**config.mk**
```make
export PLATFORM = sky130hd
export DESIGN_NAME = instr_fetch_ctrl
export DESIGN_NICKNAME = d
export VERILOG_FILES = /design/src/rtl/fetch_pkg.sv /design/src/rtl/fetch_out_stage.sv /design/src/rtl/instr_fetch_ctrl.sv
export SDC_FILE = /design/constraint.sdc
export NUM_CORES = 1
export LEC_CHECK = 0
export ABC_AREA = 1
export BUFFER_PORTS_ARGS = -buffer_cell sky130_fd_sc_hd__buf_2
export CAP_MARGIN = 20
export CORE_MARGIN = 2
export CORE_UTILIZATION = 55
export CTS_CLUSTER_DIAMETER = 60
export DETAILED_ROUTE_END_ITERATION = 8
export PLACE_DENSITY = 0.87
export REMOVE_ABC_BUFFERS = 1
export SYNTH_ARGS = -nofsm -noshare
export SYNTH_HDL_FRONTEND = slang
export SYNTH_SLANG_ARGS = --single-unit
export TNS_END_PERCENT = 5
```
**constraint.sdc**
```tcl
create_clock -name CLK -period 2.23 [get_ports CLK]
set_input_delay 0.669 -clock CLK [delete_from_list [all_inputs] [get_ports CLK]]
set_output_delay 0.669 -clock CLK [all_outputs]
set_load 0.05 [all_outputs]
```
**src/rtl/fetch_pkg.sv**
```systemverilog
// Shared definitions for the instruction fetch sequencer: FSM state codes,
// default parameter values and the output record layout.
package fetch_pkg;

  localparam int DEF_ADDR_W  = 32;
  localparam int DEF_INSTR_W = 32;

  localparam logic [31:0] DEF_RESET_PC  = 32'h0000_0000;
  localparam logic [31:0] DEF_PC_STEP   = 32'd4;
  localparam logic [31:0] DEF_HALT_WORD = 32'h0000_0000;

  typedef logic [1:0] fetch_state_t;

  localparam fetch_state_t ST_IDLE = 2'd0;
  localparam fetch_state_t ST_RUN  = 2'd1;
  localparam fetch_state_t ST_HALT = 2'd2;

  // {pc, instr} record as seen by decode, at the default widths
  typedef struct packed {
    logic [DEF_ADDR_W-1:0]  pc;
    logic [DEF_INSTR_W-1:0] instr;
  } fetch_rec_t;

endpackage

```
**src/rtl/fetch_out_stage.sv**
```systemverilog
// Single output register between the ROM and decode. Load captures a new
// {pc, instr}; flush drops valid but leaves the data untouched; otherwise hold.
module fetch_out_stage #(
  parameter int ADDR_W  = 32,
  parameter int INSTR_W = 32
) (
  input  logic               clk,
  input  logic               rst,
  input  logic               load,
  input  logic               flush,
  input  logic [ADDR_W-1:0]  next_pc,
  input  logic [INSTR_W-1:0] next_instr,
  output logic               valid,
  output logic [ADDR_W-1:0]  pc,
  output logic [INSTR_W-1:0] instr
);

  // output register: reset clears all, load wins over flush
  always_ff @(posedge clk) begin
    if (rst) begin
      valid <= 1'b0;
      pc    <= '0;
      instr <= '0;
    end else if (load) begin
      valid <= 1'b1;
      pc    <= next_pc;
      instr <= next_instr;
    end else if (flush) begin
      valid <= 1'b0;
    end
  end

endmodule

```
**src/rtl/instr_fetch_ctrl.sv**
```systemverilog
// Fetch sequencer for a combinational instruction ROM. Owns the PC, presents
// it as the ROM address and registers each returned word into one output
// stage with a valid/ready handshake to decode.
// Optional build macro: FETCH_PERF_EN adds PERF_FETCHED / PERF_STALLS counters.
//
// state | meaning
// IDLE  | PC parked at RESET_PC, waiting for START; REDIRECT ignored
// RUN   | fetching one word per free output slot
// HALT  | halt word seen, no fetch; START or REDIRECT resumes
module instr_fetch_ctrl
  import fetch_pkg::*;
#(
  parameter int                 ADDR_W    = DEF_ADDR_W,
  parameter int                 INSTR_W   = DEF_INSTR_W,
  parameter logic [ADDR_W-1:0]  RESET_PC  = ADDR_W'(DEF_RESET_PC),
  parameter logic [ADDR_W-1:0]  PC_STEP   = ADDR_W'(DEF_PC_STEP),
  parameter logic [INSTR_W-1:0] HALT_WORD = INSTR_W'(DEF_HALT_WORD)
) (
  input  logic               CLK,
  input  logic               RST,
  input  logic               START,
  output logic [ADDR_W-1:0]  IM_ADDR,
  input  logic [INSTR_W-1:0] IM_RD,
  input  logic               REDIRECT,
  input  logic [ADDR_W-1:0]  REDIRECT_PC,
  output logic               OUT_VALID,
  input  logic               OUT_READY,
  output logic [INSTR_W-1:0] OUT_INSTR,
  output logic [ADDR_W-1:0]  OUT_PC,
  output logic               BUSY,
  output logic               HALTED
`ifdef FETCH_PERF_EN
  ,
  output logic [31:0]        PERF_FETCHED,
  output logic [31:0]        PERF_STALLS
`endif
);

  fetch_state_t      state;
  logic [ADDR_W-1:0] pc;
  logic [ADDR_W-1:0] redirect_target;
  logic              redirect_pc_unused;
  logic              slot;
  logic              redirect_take;
  logic              start_take;
  logic              halt_word;
  logic              load;
  logic              flush;

  assign IM_ADDR = pc;
  assign BUSY    = (state == ST_RUN);
  assign HALTED  = (state == ST_HALT);

  // instructions are word aligned; the low target bits are dropped
  assign redirect_target    = {REDIRECT_PC[ADDR_W-1:2], 2'b00};
  assign redirect_pc_unused = ^REDIRECT_PC[1:0];

  assign slot          = (state == ST_RUN) && (!OUT_VALID || OUT_READY);
  assign redirect_take = REDIRECT && (state != ST_IDLE);
  assign start_take    = START && !redirect_take &&
                         ((state == ST_IDLE) || (state == ST_HALT));
  assign halt_word     = (IM_RD == HALT_WORD);

  // redirect suppresses the ROM capture; a halt word is never delivered
  assign load  = !redirect_take && slot && !halt_word;
  assign flush = redirect_take
              || (slot && halt_word)
              || ((state == ST_HALT) && (START || OUT_READY));

  // FSM and PC: redirect outranks fetch, halt and START
  always_ff @(posedge CLK) begin
    if (RST) begin
      state <= ST_IDLE;
      pc    <= RESET_PC;
    end else if (redirect_take) begin
      state <= ST_RUN;
      pc    <= redirect_target;
    end else begin
      case (state)
        ST_IDLE: begin
          pc <= RESET_PC;
          if (START) state <= ST_RUN;
        end
        ST_RUN: begin
          if (slot) begin
            if (halt_word) state <= ST_HALT;
            else           pc    <= pc + PC_STEP;
          end
        end
        ST_HALT: begin
          if (START) begin
            state <= ST_RUN;
            pc    <= RESET_PC;
          end
        end
        default: begin
          state <= ST_IDLE;
          pc    <= RESET_PC;
        end
      endcase
    end
  end

  fetch_out_stage #(
    .ADDR_W  (ADDR_W),
    .INSTR_W (INSTR_W)
  ) u_out_stage (
    .clk        (CLK),
    .rst        (RST),
    .load       (load),
    .flush      (flush),
    .next_pc    (pc),
    .next_instr (IM_RD),
    .valid      (OUT_VALID),
    .pc         (OUT_PC),
    .instr      (OUT_INSTR)
  );

`ifdef FETCH_PERF_EN
  // delivered-word and backpressure-cycle counters, cleared by a restart
  always_ff @(posedge CLK) begin
    if (RST || start_take) begin
      PERF_FETCHED <= '0;
      PERF_STALLS  <= '0;
    end else begin
      if (OUT_VALID && OUT_READY)
        PERF_FETCHED <= PERF_FETCHED + 32'd1;
      if ((state == ST_RUN) && OUT_VALID && !OUT_READY)
        PERF_STALLS <= PERF_STALLS + 32'd1;
    end
  end
`endif

endmodule

```
==> results of run 1 <==
flip-flops by register name (all words and copies together) (netlist names):
register           count
IM_ADDR               32
state                  2
u_out_stage.instr     32
u_out_stage.pc        32
u_out_stage.valid      1
worst paths after layout:
check | endpoint | cells after the start | slack (ns)
min reg2reg | u_out_stage.instr[31] | 2 | 0.48
min | u_out_stage.instr[31] | 2 | 0.48
max reg2reg | IM_ADDR[14] | 10 | 0.40
max | HALTED | 3 | 0.31
routing by layer:
| layer | routed length, um | GRT usage | vias up | share of wire |
|---|---|---|---|---|
| li1 | - | - | 2906 | - |
| met1 | 6120 | 0.361 | 2536 | 0.43 |
| met2 | 6790 | 0.475 | 215 | 0.48 |
| met3 | 948 | 0.0319 | 23 | 0.067 |
| met4 | 227 | 0.0864 | 0 | 0.016 |
| met5 | 0 | 0 | - | 0 |
worst max-delay path: cells and delay by family, from the launching register on:
kind                   cells  cell delay [ns]
buffers and inverters      2             0.36
flip-flops                 1             0.40
AND/OR/NAND/NOR            1             0.12
power groups by stage:
stage	Sequential, mW	Combinational, mW	Clock, mW
after floorplan	2.34	0.319	0
after global placement	1.98	0.964	0
after detailed placement	1.99	0.977	0
after CTS	1.94	0.979	1.13
after global routing	1.96	1.06	1.19
final	1.94	0.977	1.11
final cells by class:
class | count | area [um^2] | area share
Inverter | 54 | 203 | 0.0322
Clock inverter | 6 | 57.6 | 0.00914
Tap cell | 111 | 139 | 0.0221
Clock buffer | 9 | 124 | 0.0197
Sequential cell | 99 | 1980 | 0.315
Multi-Input combinational cell | 641 | 2740 | 0.436
Timing Repair Buffer | 181 | 1050 | 0.166
placed cells by master, fill, tap and decap left out:
cell,count
sky130_fd_sc_hd__nor2_1,277
sky130_fd_sc_hd__nand2_1,193
sky130_fd_sc_hd__buf_2,165
sky130_fd_sc_hd__dfxtp_1,99
sky130_fd_sc_hd__nand3_1,50
sky130_fd_sc_hd__o21ai_1,50
sky130_fd_sc_hd__inv_1,48
sky130_fd_sc_hd__o21ai_0,30
sky130_fd_sc_hd__clkbuf_8,9
sky130_fd_sc_hd__nor2_2,8
sky130_fd_sc_hd__nand3b_1,8
sky130_fd_sc_hd__buf_12,8
sky130_fd_sc_hd__buf_4,8
sky130_fd_sc_hd__a21oi_1,7
sky130_fd_sc_hd__inv_2,6
sky130_fd_sc_hd__nand4_1,4
sky130_fd_sc_hd__clkinv_4,3
sky130_fd_sc_hd__nor2_4,2
sky130_fd_sc_hd__nor3_1,2
sky130_fd_sc_hd__inv_8,2
sky130_fd_sc_hd__nand2_2,1
sky130_fd_sc_hd__o21bai_4,1
sky130_fd_sc_hd__a21oi_4,1
sky130_fd_sc_hd__nor2_8,1
sky130_fd_sc_hd__o21a_1,1
sky130_fd_sc_hd__nand2_4,1
sky130_fd_sc_hd__a22o_1,1
sky130_fd_sc_hd__nand3_4,1
sky130_fd_sc_hd__a21boi_0,1
sky130_fd_sc_hd__ha_1,1
sky130_fd_sc_hd__inv_6,1
cells by family (layout without fill, tap and decap cells):
group | after synthesis | count (layout) | synth area share
simple gates | 548 | 548 | 0.435
buf+inv | 90 | 250 | 0.0815
fa+ha+maj | 1 | 1 | 0.00243
flops | 99 | 99 | 0.385
compound gates | 92 | 92 | 0.0961
==> results.yml, run 1 <==
cells_and_area:
  antennaDiodeCount: 0
  fin_util: 0.688
  drive_gt1_frac: 0.220
  total_nets_final: 1056
  stdcell_count: 1101
  stdcell_area_um2: 6290
  syn_to_final_growth_pct: 22.3
  filler_cell_count: 857
cts:
  ctsResizeCount: 0
  worstSkewPairLatency_ns: 0.37
  clk_root_buffer_cell: "sky130_fd_sc_hd__clkbuf_8"
  cts_buffer_depth: 2
  holdBufCountCts: 0
  postCtsSetupBuffers: 0
  cts_sinks: 99
  clkSlewWorstSetupHoldPaths_ns: 0.10
  ctsHtreeMaxLevel: 3
  cts_tree: "done"
  tritoncts.num_buffers: 9
critical_path:
  cp-end-kind: "output pin"
  reg2reg_from: "IM_ADDR[2]"
  path_class: "register to output pin"
  critPathRequiredTime_ns: 1.56
  startpoint: "state[1]"
  cpPeakStageDelay_ns: 0.40
  path_max_fanout: 3
  timing.critical_path.cells: "inv_1 > nor2_2 > buf_2"
  worst_setup_path_start_kind: "register"
  cp.arrival_ns: 1.25
  worst_path_max_delay_cell: "sky130_fd_sc_hd__dfxtp_1"
drt:
  drt.antenna.violating_nets: 0
  drt_iter0_markers: 260
  route.vias.total: 5680
  route.detailed.drc: 0
  via_per_inst: 5.16
  wl_mm: 14.1
  drtPass1Iterations: 5
  detail_route.wl_per_cell_um: 12.8
min_path:
  timing.hold.worst.start: "u_out_stage.instr[31]"
  worstHoldPathType: "register to register"
floorplan:
  floorplan.die_area_um2: 10100
  die_width_um: 101
  floorplan.initialDensity: 0.562
  ios: 168
  placementRows: 35
  die_height_um: 101
  core_box_area_um2: 9150
sta:
  whs_ns: 0.484
  worst-slew-pin-transition_ns: 0.378
  timing.final.crit_period_ns: 1.92
  post-route-period-util: 0.859
  report.final.setup_viol: 0
  fin_ws_ns: 0.314
  timing.clock.skew_ns: 0.0102
  fin_tns_setup_ns: 0
  maximum_clock_frequency_mhz: 522
  grt_setup_unrepaired: "false"
  drv_slew: 0
  final-hold-violation-count: 0
  max-slew-margin-rel: 0.747
power_and_ir_drop:
  ir_drop_mv: 0.336
  pwr-share-comb: 0.243
  power.leakage_nw: 2.97
  power.clock.fraction: 0.275
  pwrdens_nw_per_um2: 640
  switching_power_mw: 1.45
  seq_power_share: 0.483
  finalPower_mw: 4.03
  cellInternalPower_mw: 2.57
  net_sw_frac: 0.361
placed_design:
  pre_cts_ws_ns: 0.165
  place.detailed.instances: 1086
  gp_routability_congestion: 0.942
  hpwl_mm: 10.2
  postPlaceCellArea_um2: 6110
  numPortBuffers: 165
grt:
  number_of_antenna_violations_at_the_first_check_in_global_routing: 0
  track_usage: 0.276
  grt_pass1_vias: 4943
  aggregate_global_routing_overflow: 0
  grt_max_degree: 61
  global_route_wire_length_before_repair_mm: 22.8
synth:
  yosys.cell_count.top_type: "sky130_fd_sc_hd__nor2_1"
  syn-cell-area_um2: 5140
  synth_seq_area_share: 0.385
  synth_top_area_cell: "sky130_fd_sc_hd__dfxtp_1"
  synth_enable_flop_cells: 0
  yosys.cell_types.count: 28
  ys_top_cells_by_count: "sky130_fd_sc_hd__nor2_1, sky130_fd_sc_hd__nand2_1, sky130_fd_sc_hd__dfxtp_1, sky130_fd_sc_hd__nand3_1, sky130_fd_sc_hd__o21ai_1"
  async_reset_ff_frac: 0
  synth.avg_cell_area_um2: 6.20
  synthCells: 830
  yosys_warnings: 0
  synth.top_cells.by_area: "sky130_fd_sc_hd__dfxtp_1, sky130_fd_sc_hd__nor2_1, sky130_fd_sc_hd__nand2_1"
  synth_top_flop_cell: "sky130_fd_sc_hd__dfxtp_1"
  number_of_storage_elements_in_the_synthesis_netlist: 99
  synthDominantCellAreaShare: 0.385
run_status:
  status: "completed"
job:
  maxCapViolations: 0
Power figures use the tool's default switching activity.
==> run 2: changes to the inputs <==
CORE_MARGIN = unset   (was 2)
==> run 2 against run 1 <==
Compared with the run above:
- combinational power is essentially flat
- sequential share of layout area shrank 0.17 points
- cell area grew 0.56%
- critical path depth is the same
- clock skew grew 0.0012 ns
- global-route usage grew 1.5 points
- sequential power is essentially flat
- critical path type unchanged
- largest power group unchanged
==> results.yml, run 2 (synthesis gave the netlist of run 1 again) <==
critical_path:
  timing.critical_path.cells: "inv_1 > nor2_2 > buf_2"
  critPathRequiredTime_ns: 1.56
  path_class: "register to output pin"
  cp.arrival_ns: 1.27
  path_max_fanout: 3
  cp-end-kind: "output pin"
  worst_setup_path_start_kind: "register"
  worst_path_max_delay_cell: "sky130_fd_sc_hd__dfxtp_1"
  cpPeakStageDelay_ns: 0.41
  reg2reg_from: "IM_ADDR[3]"
  startpoint: "state[1]"
drt:
  route.vias.total: 5581
  route.detailed.drc: 0
  wl_mm: 13.9
  detail_route.wl_per_cell_um: 12.6
  drtPass1Iterations: 5
  drt_iter0_markers: 351
  via_per_inst: 5.07
  drt.antenna.violating_nets: 0
cts:
  ctsResizeCount: 0
  cts_sinks: 99
  clkSlewWorstSetupHoldPaths_ns: 0.10
  worstSkewPairLatency_ns: 0.37
  tritoncts.num_buffers: 9
  ctsHtreeMaxLevel: 3
  clk_root_buffer_cell: "sky130_fd_sc_hd__clkbuf_8"
  cts_tree: "done"
  postCtsSetupBuffers: 0
  cts_buffer_depth: 2
  holdBufCountCts: 0
placed_design:
  pre_cts_ws_ns: 0.196
  hpwl_mm: 10.2
  gp_routability_congestion: 0.995
  numPortBuffers: 165
  place.detailed.instances: 1084
floorplan:
  floorplan.die_area_um2: 9750
  die_width_um: 98.7
  floorplan.initialDensity: 0.579
  die_height_um: 98.7
  core_box_area_um2: 8890
  ios: 168
  placementRows: 34
power_and_ir_drop:
  switching_power_mw: 1.45
  ir_drop_mv: 0.319
  power.clock.fraction: 0.313
  power.leakage_nw: 2.99
  seq_power_share: 0.458
  net_sw_frac: 0.341
  pwrdens_nw_per_um2: 671
  cellInternalPower_mw: 2.80
  pwr-share-comb: 0.229
run_status:
  status: "completed"
grt:
  grt_pass1_vias: 4936
  aggregate_global_routing_overflow: 0
  number_of_antenna_violations_at_the_first_check_in_global_routing: 0
  grt_max_degree: 58
  global_route_wire_length_before_repair_mm: 23.1
  track_usage: 0.291
sta:
  report.final.setup_viol: 0
  timing.clock.skew_ns: 0.0114
  worst-slew-pin-transition_ns: 0.368
  final-hold-violation-count: 0
  drv_slew: 0
  post-route-period-util: 0.870
  fin_tns_setup_ns: 0
  fin_ws_ns: 0.289
  maximum_clock_frequency_mhz: 515
  max-slew-margin-rel: 0.754
  timing.final.crit_period_ns: 1.94
  whs_ns: 0.455
  grt_setup_unrepaired: "false"
cells_and_area:
  total_nets_final: 1057
  mostFrequentLayoutCells: "sky130_fd_sc_hd__nor2_1, sky130_fd_sc_hd__nand2_1, sky130_fd_sc_hd__buf_2"
  syn_to_final_growth_pct: 23.0
  drive_gt1_frac: 0.221
  layout_commonest_cell: "sky130_fd_sc_hd__nor2_1"
  stdcell_count: 1100
  fin_util: 0.712
  antennaDiodeCount: 0
job:
  maxCapViolations: 0
min_path:
  timing.hold.worst.start: "IM_ADDR[1]"
  worstHoldPathType: "register to register"
## run 2: critical path, delay by kind of cell (launching register included)
| family | cells | cell delay, ns |
|---|---|---|
| buffers and inverters | 2 | 0.37 |
| AND/OR/NAND/NOR | 1 | 0.13 |
| flip-flops | 1 | 0.41 |
## run 2: area by class of cell
cell class              instances  area (um^2)
repair buffers                182         1040
inverters                      54          203
fillers                       817         2560
multi-input cells             641         2740
well taps                     108          135
clock buffers                  10          128
flip-flops and latches         99         1980
clock inverters                 6         97.6
## run 2: metal layers
metal	global-route usage	wire [um]
met1	0.380	6280
met2	0.492	6450
met3	0.0362	799
met4	0.116	350
met5	0	0
## run 2: through the flow
| stage | total power, mW | area (um^2) |
|---|---|---|
| global placement | 2.94 | 6100 |
| global route | 4.43 | 6330 |
| CTS | 4.26 | 6330 |
| detailed placement | 2.96 | 6100 |
| floorplan | 2.66 | 4930 |
| finish | 4.25 | 6330 |
## run 2: final timing paths
check,to,slack (ns),depth (start not counted)
worst max-delay path,HALTED,0.29,3
worst min-delay path,IM_ADDR[1],0.45,2
worst max register to register,IM_ADDR[20],0.42,10
worst min register to register,IM_ADDR[1],0.45,2
## run 2: power by group through the flow
stage	logic [mW]	registers (mW)	clock network [mW]
3_5_place_dp	0.972	1.99	0
4_1_cts	0.974	1.94	1.34
6_report	0.974	1.94	1.33
2_1_floorplan	0.319	2.34	0
5_1_grt	1.06	1.96	1.41
3_3_place_gp	0.961	1.98	0
